--- src/rtl/exe_div_pkg.sv ---
// Shared CPU defines for the EXE-stage divider: FSM encoding, step count and
// the operand magnitude helper used when latching signed operands.
package exe_div_pkg;

    typedef enum logic [1:0] {
        IDLE = 2'b00,
        BUSY = 2'b01,
        DONE = 2'b10
    } div_state_e;

    localparam int DIV_STEPS = 32;

    // 0x80000000 maps onto itself; the unsigned datapath still reads it as 2^31.
    function automatic logic [31:0] magnitude(input logic [31:0] value, input logic is_signed);
        return (is_signed && value[31]) ? -value : value;
    endfunction

endpackage

--- src/rtl/exe_div_if.sv ---
// Handshake and data bundle between the EXE stage (master) and the divider (slave).
interface exe_div_if;

    logic        start;
    logic        is_sign;
    logic [31:0] dividend;
    logic [31:0] divisor;
    logic        flush;
    logic        hold;
    logic        stall_req;
    logic        done;
    logic [31:0] lo_o;
    logic [31:0] hi_o;

    modport master (
        output start, is_sign, dividend, divisor, flush, hold,
        input  stall_req, done, lo_o, hi_o
    );

    modport slave (
        input  start, is_sign, dividend, divisor, flush, hold,
        output stall_req, done, lo_o, hi_o
    );

endinterface

--- src/rtl/exe_div_step.sv ---
// One restoring radix-2 division step: shift in the next dividend bit,
// trial-subtract the divisor and keep the difference only if it did not borrow.
module div_step (
    input  logic [31:0] rem_in,
    input  logic        bit_in,
    input  logic [31:0] divisor,
    output logic [31:0] rem_out,
    output logic        q_bit
);

    logic [32:0] shifted;
    logic [33:0] trial;

    // Two guard bits: the shifted remainder can reach 2^33-1 when the divisor exceeds 2^31.
    assign shifted = {rem_in, bit_in};
    assign trial   = {1'b0, shifted} - {2'b00, divisor};
    assign q_bit   = ~trial[33];
    assign rem_out = q_bit ? trial[31:0] : shifted[31:0];

endmodule

--- src/rtl/exe_div.sv ---
// Multi-cycle 32-bit signed/unsigned divider for the EXE stage; stalls the
// pipeline while busy and presents LO (quotient) / HI (remainder) in DONE.
module exe_div
    import exe_div_pkg::*;
(
    input  logic       clk,
    input  logic       rst_n,
    exe_div_if.slave   bus
);

    localparam logic [5:0] LAST_STEP = 6'(DIV_STEPS - 1);

    div_state_e  state;
    div_state_e  state_next;
    logic [5:0]  cnt;
    logic [31:0] rem;
    logic [31:0] quo;
    logic [31:0] dvs;
    logic        q_sign;
    logic        r_sign;
    logic        div_zero;
    logic [31:0] rem_next;
    logic        q_bit;
    logic [31:0] quo_next;
    logic        accept;
    logic        stepping;
    logic        last_step;
    logic [31:0] lo_r;
    logic [31:0] hi_r;

    div_step u_step (
        .rem_in  (rem),
        .bit_in  (quo[31]),
        .divisor (dvs),
        .rem_out (rem_next),
        .q_bit   (q_bit)
    );

    assign quo_next  = {quo[30:0], q_bit};
    assign accept    = (state == IDLE) && bus.start && !bus.flush;
    assign stepping  = (state == BUSY) && !bus.flush;
    assign last_step = stepping && (cnt == LAST_STEP);

    always_comb begin
        state_next = state;
        case (state)
            IDLE:    if (bus.start)      state_next = BUSY;
            BUSY:    if (cnt == LAST_STEP) state_next = DONE;
            DONE:    if (!bus.hold)      state_next = IDLE;
            default:                     state_next = IDLE;
        endcase
        if (bus.flush) begin
            state_next = IDLE;
        end
    end

    always_ff @(posedge clk or negedge rst_n) begin
        if (!rst_n) begin
            state <= IDLE;
        end else begin
            state <= state_next;
        end
    end

    // The quotient register starts out holding the dividend magnitude and shifts it out
    // MSB-first while the quotient bits shift in from the bottom.
    always_ff @(posedge clk or negedge rst_n) begin
        if (!rst_n) begin
            cnt      <= '0;
            rem      <= '0;
            quo      <= '0;
            dvs      <= '0;
            q_sign   <= 1'b0;
            r_sign   <= 1'b0;
            div_zero <= 1'b0;
        end else if (accept) begin
            cnt      <= '0;
            rem      <= '0;
            quo      <= magnitude(bus.dividend, bus.is_sign);
            dvs      <= magnitude(bus.divisor, bus.is_sign);
            q_sign   <= (bus.dividend[31] ^ bus.divisor[31]) & bus.is_sign;
            r_sign   <= bus.dividend[31] & bus.is_sign;
            div_zero <= (bus.divisor == 32'd0);
        end else if (stepping) begin
            cnt <= cnt + 6'd1;
            rem <= rem_next;
            quo <= quo_next;
        end
    end

    // With a zero divisor the remainder path degenerates into a plain shift register, so
    // re-applying the dividend sign restores the dividend exactly as it was presented.
    always_ff @(posedge clk or negedge rst_n) begin
        if (!rst_n) begin
            lo_r <= '0;
            hi_r <= '0;
        end else if (last_step) begin
            lo_r <= div_zero ? 32'hFFFF_FFFF : (q_sign ? -quo_next : quo_next);
            hi_r <= r_sign ? -rem_next : rem_next;
        end
    end

    assign bus.lo_o      = lo_r;
    assign bus.hi_o      = hi_r;
    assign bus.done      = (state == DONE);
    assign bus.stall_req = rst_n & ~bus.flush & (((state == IDLE) & bus.start) | (state == BUSY));

endmodule

--- src/flat_wrapper.sv ---
// flat-port wrapper written by rule: the top's interface ports become plain ports
module exe_div_flat import exe_div_pkg::*;
  (clk, rst_n, bus_start, bus_is_sign, bus_dividend, bus_divisor, bus_flush, bus_hold, bus_stall_req, bus_done, bus_lo_o, bus_hi_o);
  exe_div_if bus_i ();
  input  logic clk;
  input  logic rst_n;
  input wire logic [$bits(bus_i.start)-1:0] bus_start;
  input wire logic [$bits(bus_i.is_sign)-1:0] bus_is_sign;
  input wire logic [$bits(bus_i.dividend)-1:0] bus_dividend;
  input wire logic [$bits(bus_i.divisor)-1:0] bus_divisor;
  input wire logic [$bits(bus_i.flush)-1:0] bus_flush;
  input wire logic [$bits(bus_i.hold)-1:0] bus_hold;
  output wire logic [$bits(bus_i.stall_req)-1:0] bus_stall_req;
  output wire logic [$bits(bus_i.done)-1:0] bus_done;
  output wire logic [$bits(bus_i.lo_o)-1:0] bus_lo_o;
  output wire logic [$bits(bus_i.hi_o)-1:0] bus_hi_o;
  assign bus_i.start = bus_start;
  assign bus_i.is_sign = bus_is_sign;
  assign bus_i.dividend = bus_dividend;
  assign bus_i.divisor = bus_divisor;
  assign bus_i.flush = bus_flush;
  assign bus_i.hold = bus_hold;
  assign bus_stall_req = bus_i.stall_req;
  assign bus_done = bus_i.done;
  assign bus_lo_o = bus_i.lo_o;
  assign bus_hi_o = bus_i.hi_o;
  exe_div u_core (.clk(clk), .rst_n(rst_n), .bus(bus_i));
endmodule
--- config.mk ---
export PLATFORM = sky130hd
export DESIGN_NAME = exe_div_flat
export DESIGN_NICKNAME = d
export VERILOG_FILES = /design/src/rtl/exe_div_pkg.sv /design/src/rtl/exe_div_if.sv /design/src/rtl/exe_div_step.sv /design/src/rtl/exe_div.sv /design/src/flat_wrapper.sv
export SDC_FILE = /design/constraint.sdc
export NUM_CORES = 1
export LEC_CHECK = 0
export ABC_AREA = 0
export BUFFER_PORTS_ARGS = -buffer_cell sky130_fd_sc_hd__buf_2
export CORE_MARGIN = 2
export CORE_UTILIZATION = 54
export CTS_CLUSTER_DIAMETER = 30
export DETAILED_ROUTE_END_ITERATION = 6
export HOLD_SLACK_MARGIN = 0.06
export PLACE_DENSITY = 0.8
export REMOVE_ABC_BUFFERS = 1
export SLEW_MARGIN = 0
export SYNTH_ARGS = -nofsm -noshare
export SYNTH_HDL_FRONTEND = slang
export SYNTH_SLANG_ARGS = --single-unit
export TNS_END_PERCENT = 1
--- constraint.sdc ---
create_clock -name clk -period 4.66 [get_ports clk]
set_clock_uncertainty 0.15 [all_clocks]
set_input_delay 0.233 -clock clk [delete_from_list [all_inputs] [get_ports clk]]
set_output_delay 0.233 -clock clk [all_outputs]
set_load 0.005 [all_outputs]
## Word level (Yosys, flattened, before mapping)

Index checks and enable logic that the tools add are counted.

- Bits in registers: 171
- Latch bits: 0
- RAM bits: 0
- ROM bits: 0
- Bits of input ports: 70
- Memories kept: 0

- Add/sub/neg operators: 6
- Multiply operators: 0
- Divide/modulo/power cells: 0
- Order comparisons: 0
- Eq/ne operators: 6
- Shifts and indexed selects: 0
- Multiplexer cells: 17
- Bitwise logic cells: 9
- Reduce and logical (&&, ||, !) cells: 11

Operators by type and width:

| operator | count |
|---|---|
| $mux W32 | 10 |
| $neg A32 Y32 | 4 |
| $sub A33 B32 Y34 | 1 |
| $logic_not A32 Y1 | 1 |
| $mux W6 | 2 |
| $ne A3 B3 Y1 const B | 3 |
| $mux W2 | 4 |
| $add A6 B1 Y6 const B | 1 |
| $eq A6 B5 Y1 const B | 1 |
| $logic_and A1 B1 Y1 | 6 |
| $pmux W2 S3 | 1 |
| $and A1 B1 Y1 | 5 |
| $reduce_and A3 Y1 | 1 |
| $eq A2 B1 Y1 const B | 1 |
| $eq A2 B2 Y1 const B | 1 |
| $logic_not A2 Y1 | 1 |
| $not A1 Y1 | 2 |
| $reduce_bool A2 Y1 | 1 |
| $logic_not A1 Y1 | 1 |
| $or A1 B1 Y1 | 1 |
| $xor A1 B1 Y1 | 1 |

## Depth between registers and ports, before layout

Gate-level depths: netlist (run 1).

- Depth in word-level cells: 5
- Gate-level depth with buffers: 22

## Cells and area by module

A second synthesis (run 1) with hierarchy kept.

- Cells, all modules: 1496
- Area total of the unflattened synthesis: 11830.1 µm²

Modules (own cells, without submodules):

| module | times used | cells each | area an instance (µm²) | sequential area each (µm²) |
|---|---|---|---|---|
| exe_div | 1 | 1124 | 9456.6 | 4279.1 |
| div_step | 1 | 372 | 2373.5 | 0.0 |

## Worst setup path before layout (run 1)

Ideal clock, no wire load.

- Path kind: reg-to-reg
- From: register u_core.rem[15]
- To: register u_core.lo_r[28], in the netlist u_core.bus.lo_o[28]
- Setup time: 137 ps
- Arrival: 4359 ps
- Slack: 14 ps
- Cell stages (with the launch flop): 19
- Buffers on the path: 3
- Clock period less this slack: 4646 ps
- Path through: dfrtp_1 -> ha_1 -> buf_2 -> a21oi_2 -> o21ai_2 -> a2111oi_0 -> o31a_2 -> nand2_2 -> inv_2 -> buf_2 -> buf_1 -> ha_1 -> nand2b_1 -> or3_1 -> or3b_2 -> or3_1 -> o31ai_1 -> xor2_1 -> a21oi_1

- Longest elaborated chain between the ends: 5

RTL lines:

| element | line | source |
|---|---|---|
| from (decl) | exe_div.sv:16 | `logic [31:0] rem;` |
| from (signal assigned) | exe_div.sv:86 | `rem <= rem_next;` |
| $sub A33 B32 Y34 | exe_div_step.sv:16 | `assign trial = {1'b0, shifted} - {2'b00, divisor};` |
| $not A1 Y1 | exe_div_step.sv:17 | `assign q_bit = ~trial[33];` |
| $neg A32 Y32 | exe_div.sv:98 | `lo_r <= div_zero ? 32'hFFFF_FFFF : (q_sign ? -quo_next : quo_next);` |
| $mux W32 (2 in series) | exe_div.sv:98 |  |
| to (signal assigned) | exe_div.sv:98 |  |
| to (decl) | exe_div.sv:28 | `logic [31:0] lo_r;` |

No other way between the ends.
A chain may end at the register's enable or synchronous reset.

## Worst setup path in the final report (run 1)

Ends and elaborated chain as after synthesis.

==> flow_summary.ini, run 1 <==
[global_route]
grt.total_usage = 0.299
grt_overflow = 0
first_global_vias = 10800
grt_use_met3 = 0.0527
top_usage_layer = met2
grt_antenna_before_repair = 2
grt_pass1_wl_mm = 53.7
use_met1 = 0.400
grt_max_degree = 100
met2_usage = 0.484

[clock_network]
postCtsSetupBuffers = 0
cts_sinks = 171
cts_tree = done
clk_pin_slew_ps = 70
clock_latency_ps = 440
clock_path_buffers = 2
cts_buffers = 17
clockRootBuffer = clkbuf_16
htreeDepth = 4

[pwr]
power.density_nw_per_um2 = 590
p_sw_frac = 0.462
p_clk_frac = 0.179
finalPower_mw = 8.22
power.leakage_nw = 6.27
pwr-share-seq = 0.244
p_int_mw = 4.42
irDropWorstVdd_mv = 0.354
combPwrFrac = 0.577
netSwitchingPower_mw = 3.80

[sta]
fin_tns_setup_ps = 0
layout_setup_ws_ps = 174
min_period_over_period = 0.963
layout_min_cycle_time_ps = 4490
relSlewSlack = 0.162
timing.fmax_mhz = 223
hold_viol = 0
slew_viol_final = 0
hold_slack_ps = 79.6
worst_pin_slew_ps = 1250
setup_viol = 0

[routing]
wl_mm = 33.1
drtAntennaViolNets = 0
vias_per_cell = 5.95
avgRoutedWirePerCell_um = 17.7
drc = 0
dr_total_vias = 11100
drtPass1Iterations = 6
drt_iter0_markers = 988

[synthesis]
synth.top_cell.area_share = 0.368
synth_most_common_cell = nand2_1
synth-edff-count = 0
synthTopCellsByCount = nand2_1, dfrtp_1, o21ai_0, a21oi_1, nor2_1
yosysTopAreaCell = dfrtp_1
async_flop_share = 1.00
yosysWarnings = 0
synthCells = 1397
synth_ff_type = dfrtp_1
synth_area_leaders = dfrtp_1, o21ai_0, nand2_1
synth-seq-area-share = 0.368
synth_area_um2 = 11600
syn-mean-instance-area_um2 = 8.32
ys_seq_elements = 171
synth.distinct_cells = 82

[setup_path]
timing.rr.end = u_core.bus.lo_o[28]
worstPathCellList = ha_1 > a21oi_2 > o21ai_2 > a2111oi_2 > o31a_2 > nand2_2 > inv_2 > ha_1 > nand2b_1 > or3_1 > or3b_2 > or3_1 > o31ai_1 > xor2_1 > a21oi_1
reg2reg_from = u_core.rem[15]
r2r_cells = 15
cp.arrival_ps = 4650
cp_max_fo = 7
end_kind = flop
worstSetupPathType = reg -> reg
worst_ep_required_time_ps = 4820
cpPeakStageDelay_ps = 560
slowest_stage = or3b_2
r2r_setup_slack_ps = 170
start_kind = flop

[floorplan]
initial_core_util = 0.551
num_rows = 53
die_y_um = 151
ios = 136
coreArea_um2 = 21100
die_area_um2 = 22700
chipWidth_um = 151

[layout]
nFillCells = 1718
drive_above_1_share = 0.154
nets = 1688
final_util = 0.661
final_area_um2 = 13900
syn_to_final_growth_pct = 19.8
final_cell_count_no_fill = 1869

[placement]
dp_cells = 1771
gp_congestion = 0.963
dp_slack_ps = 251
port_buffers = 135
placed_cell_area_um2 = 12700
hpwl_mm = 23.2

[worst_hold_path]
hold_path_depth = 4
holdCritStartpoint = bus_dividend[8]
hold-path-endpoint = u_core.quo[8]
holdCritPathClass = in -> reg

[flow_run]
drv_cap = 0

[run_status]
status = finished, final reports clean
==> flip-flops by register name, indices dropped and copies added, names as in the netlist <==
signal           cells
u_core.state         2
u_core.cnt           6
u_core.q_sign        1
u_core.bus.lo_o     32
u_core.rem          32
u_core.div_zero      1
u_core.r_sign        1
u_core.quo          32
u_core.bus.hi_o     32
u_core.dvs          32
==> kinds of logic after synthesis <==
logic type               after synthesis  share of synthesized area
XOR/XNOR                             142                      0.107
AND/OR/NAND/NOR                      452                      0.182
adder cells (fa/ha/maj)               38                     0.0415
buffers and inverters                125                     0.0429
AO/OA/AOI/OAI                        446                      0.238
flip-flops                           171                      0.368
multiplexers                          23                     0.0201
==> what timing repair did <==
action / CTS / global route
resized for setup: 0 / 7
endpoints found under the setup margin: 0 / 10
hold buffers: 65 / 0
hold endpoints to repair: 135 / 0
==> how the worst max path moves through the flow <==
stage | startpoint | to | slack [ps] | cells past startpoint
finish | u_core.rem[15] | u_core.bus.lo_o[28] | 170 | 15
global route | u_core.rem[18] | u_core.bus.lo_o[28] | -30 | 15
CTS | u_core.rem[15] | u_core.bus.lo_o[28] | 130 | 15
detailed placement | u_core.rem[21] | u_core.bus.hi_o[30] | 250 | 18
global placement | u_core.rem[19] | u_core.bus.lo_o[28] | 400 | 15
floorplan | u_core.rem[15] | u_core.bus.lo_o[28] | -440 | 15
==> final cells by class <==
| class | count | area (µm²) | share of cell area |
|---|---|---|---|
| Clock buffer | 18 | 439 | 0.0315 |
| Clock inverter | 13 | 153 | 0.0110 |
| Antenna cell | 2 | 5.00 | 0.000359 |
| Tap cell | 275 | 344 | 0.0247 |
| Multi-Input combinational cell | 1101 | 6900 | 0.495 |
| Inverter | 54 | 203 | 0.0146 |
| Timing Repair Buffer | 235 | 1610 | 0.115 |
| Sequential cell | 171 | 4280 | 0.307 |
==> power groups by stage <==
stage / Combinational (mW) / Clock, mW / Sequential, mW
after floorplan: 3.29 / 0 / 1.94
after global placement: 4.49 / 0 / 2.00
after detailed placement: 4.56 / 0 / 2.01
after CTS: 4.64 / 1.48 / 1.99
after global routing: 5.21 / 1.54 / 2.03
final: 4.74 / 1.47 / 2.00
==> per-layer routing <==
metal,wire length [µm],vias to the layer above
li1,-,5359
met1,14300,5262
met2,15600,419
met3,2240,72
met4,960,2
met5,7,-
==> worst max-delay path, delay by kind of cell (launching register included) <==
| family | cells | cell delay, ps |
|---|---|---|
| AO/OA/AOI/OAI | 6 | 1290 |
| XOR/XNOR | 1 | 170 |
| adder cells (fa/ha/maj) | 2 | 600 |
| buffers and inverters | 1 | 140 |
| flip-flops | 1 | 460 |
| AND/OR/NAND/NOR | 5 | 1540 |
==> cell usage in the layout, fill, tap and decap left out, types with 10 or more instances in the layout <==
cell,n
nand2_1,185
o21ai_0,171
dfrtp_1,171
buf_2,134
a21oi_1,102
nor2_1,95
xor2_1,78
dlygate4sd3_1,65
xnor2_1,64
inv_1,53
ha_1,37
buf_4,34
a22oi_1,32
o31ai_1,26
nor3_1,25
mux2i_1,20
or3_1,20
nand2b_1,19
nand4_1,17
clkbuf_16,17
nand3_1,16
nor4_1,15
o21ai_1,13
and2_1,12
o41ai_1,10
No activity file was read; power rests on OpenSTA's default activity.
==> run 2: changes to the inputs <==
--- a/config.mk
+++ b/config.mk
@@ -7,7 +7,9 @@
 export LEC_CHECK = 0
 export ABC_AREA = 0
 export BUFFER_PORTS_ARGS = -buffer_cell sky130_fd_sc_hd__buf_2
-export CORE_MARGIN = 2
+export CAP_MARGIN = 20
+export CORE_ASPECT_RATIO = 1.4
+export CORE_MARGIN = 5
 export CORE_UTILIZATION = 54
 export CTS_CLUSTER_DIAMETER = 30
 export DETAILED_ROUTE_END_ITERATION = 6
==> run 2 against run 1 <==
Net effect:
- critical path depth is the same
- final cell count grew 0.32%
- utilization is 0.30 points higher
- combinational power up 3%
- largest cell class unchanged
- largest power group unchanged
==> flow_summary.ini, run 2 (synthesis gave the netlist of run 1 again) <==
[setup_path]
cp.arrival_ps = 4690
worstSetupPathType = reg -> reg
start_kind = flop
r2r_cells = 15
r2r_setup_slack_ps = 130
worst_ep_required_time_ps = 4820
critPathLaunch = u_core.rem[17]
timing.rr.end = u_core.bus.lo_o[28]
cp_max_fo = 6
endpoint = u_core.bus.lo_o[28]
reg2reg_from = u_core.rem[17]
end_kind = flop

[clock_network]
cts_buffers = 17
clk_pin_slew_ps = 70
clock_path_buffers = 2
htreeDepth = 4
cts_tree = done
cts_sinks = 171
clock_latency_ps = 450
clockRootBuffer = clkbuf_16

[routing]
drtPass1Iterations = 5
dr_total_vias = 11500
drc = 0
vias_per_cell = 6.12
drt_iter0_markers = 822
wl_mm = 35.9
avgRoutedWirePerCell_um = 19.1
drtAntennaViolNets = 0

[pwr]
power.leakage_nw = 6.35
irDropWorstVdd_mv = 0.342
finalPower_mw = 8.31
power.density_nw_per_um2 = 590

[global_route]
grt_overflow = 0
grt_antenna_before_repair = 1
grt.total_usage = 0.292
grt_pass1_wl_mm = 57.8
grt_max_degree = 78
first_global_vias = 11500

[sta]
min_period_over_period = 0.972
layout_min_cycle_time_ps = 4530
relSlewSlack = 0.310
worst_pin_slew_ps = 1040
slew_viol_final = 0
setup_viol = 0
hold_viol = 0
timing.fmax_mhz = 221
hold_slack_ps = 84.8
fin_tns_setup_ps = 0

[layout]
drive_above_1_share = 0.161
nFillCells = 1710
final_cell_mix = nand2_1, dfrtp_1, o21ai_0, buf_2, a21oi_1
final_util = 0.664
multi_input_area_um2 = 6900
final_common_cell = nand2_1
nets = 1710
syn_to_final_growth_pct = 21.0
seqCellArea_um2 = 4280

[placement]
gp_congestion = 0.949
hpwl_mm = 25.5
port_buffers = 135

[worst_hold_path]
holdCritPathClass = in -> reg

[floorplan]
ios = 136
die_area_um2 = 24600
chipWidth_um = 134
die_y_um = 184
coreArea_um2 = 21200
num_rows = 63
initial_core_util = 0.548

[run_status]
status = finished, final reports clean

[flow_run]
drv_cap = 0
-- run 2: changes by cell type in the layout (fill, tap and decap cells not counted), sizes merged --
cell         previous run  this run
dlygate4sd3            65        71
clkinv                  2         5
clkinvlp                1         2
clkbuf                 18        20
buf                   170       186
inv                    62        55
-- run 2: report_power, final --
| part | switching [mW] | internal, mW | total [mW] |
|---|---|---|---|
| sequential | 0.291 | 1.71 | 2.00 |
| clock | 0.619 | 0.826 | 1.45 |
| combinational | 2.93 | 1.93 | 4.86 |
-- run 2: worst min path at each step --
stage | start | to | slack [ps] | cells past startpoint
3_5_place_dp | rst_n | u_core.bus.lo_o[25] | 180 | 1
6_report | bus_dividend[1] | u_core.quo[7] | 80 | 4
4_1_cts | bus_dividend[1] | u_core.quo[7] | 70 | 4
5_1_grt | bus_dividend[1] | u_core.quo[7] | 110 | 4
2_1_floorplan | rst_n | u_core.bus.hi_o[0] | -210 | 0
3_3_place_gp | rst_n | u_core.bus.lo_o[25] | 170 | 1
-- run 2: stage by stage --
stage	std cells	setup slack, ps	cell area (µm²)
floorplan	1326	-443	11300
global placement	1770	241	12700
detailed placement	1770	50.4	12700
CTS	1871	8.10	14000
global route	1874	-29.5	14100
finish	1875	131	14100
-- run 2: routing by layer --
metal | part of all wire | track usage | vias to the layer above
met1 | 0.38 | 0.335 | 5474
met2 | 0.51 | 0.517 | 458
li1 | - | - | 5410
met4 | 0.055 | 0.171 | 0
met3 | 0.061 | 0.0422 | 132
met5 | 0 | 0 | -
-- run 2: timing repair --
item / in CTS / in global routing
endpoints found under the setup margin: 0 / 10
buffers inserted: 0 / 2
gates resized for setup: 0 / 9
hold endpoints to repair: 141 / 0
hold buffers: 71 / 0
-- run 2: layout make-up --
class                   count  area share
multi-input cells        1101       0.490
flip-flops and latches    171       0.304
repair buffers            257       0.126
clock buffers              20      0.0332
well taps                 260      0.0231
inverters                  54      0.0144
clock inverters            10     0.00827
diodes                      2    0.000356
-- run 2: critical path, cell delays in order, from the launching register on --
cell,delay [ps]
dfrtp_1,420
ha_1,370
nand4_1,180
nor4_1,90
a2111oi_1,410
o31a_2,290
nand2_2,110
inv_2,150
ha_1,180
nand2b_1,100
or3_1,400
or3b_2,570
or3_1,430
o31ai_2,260
xor2_1,200
a21oi_1,80
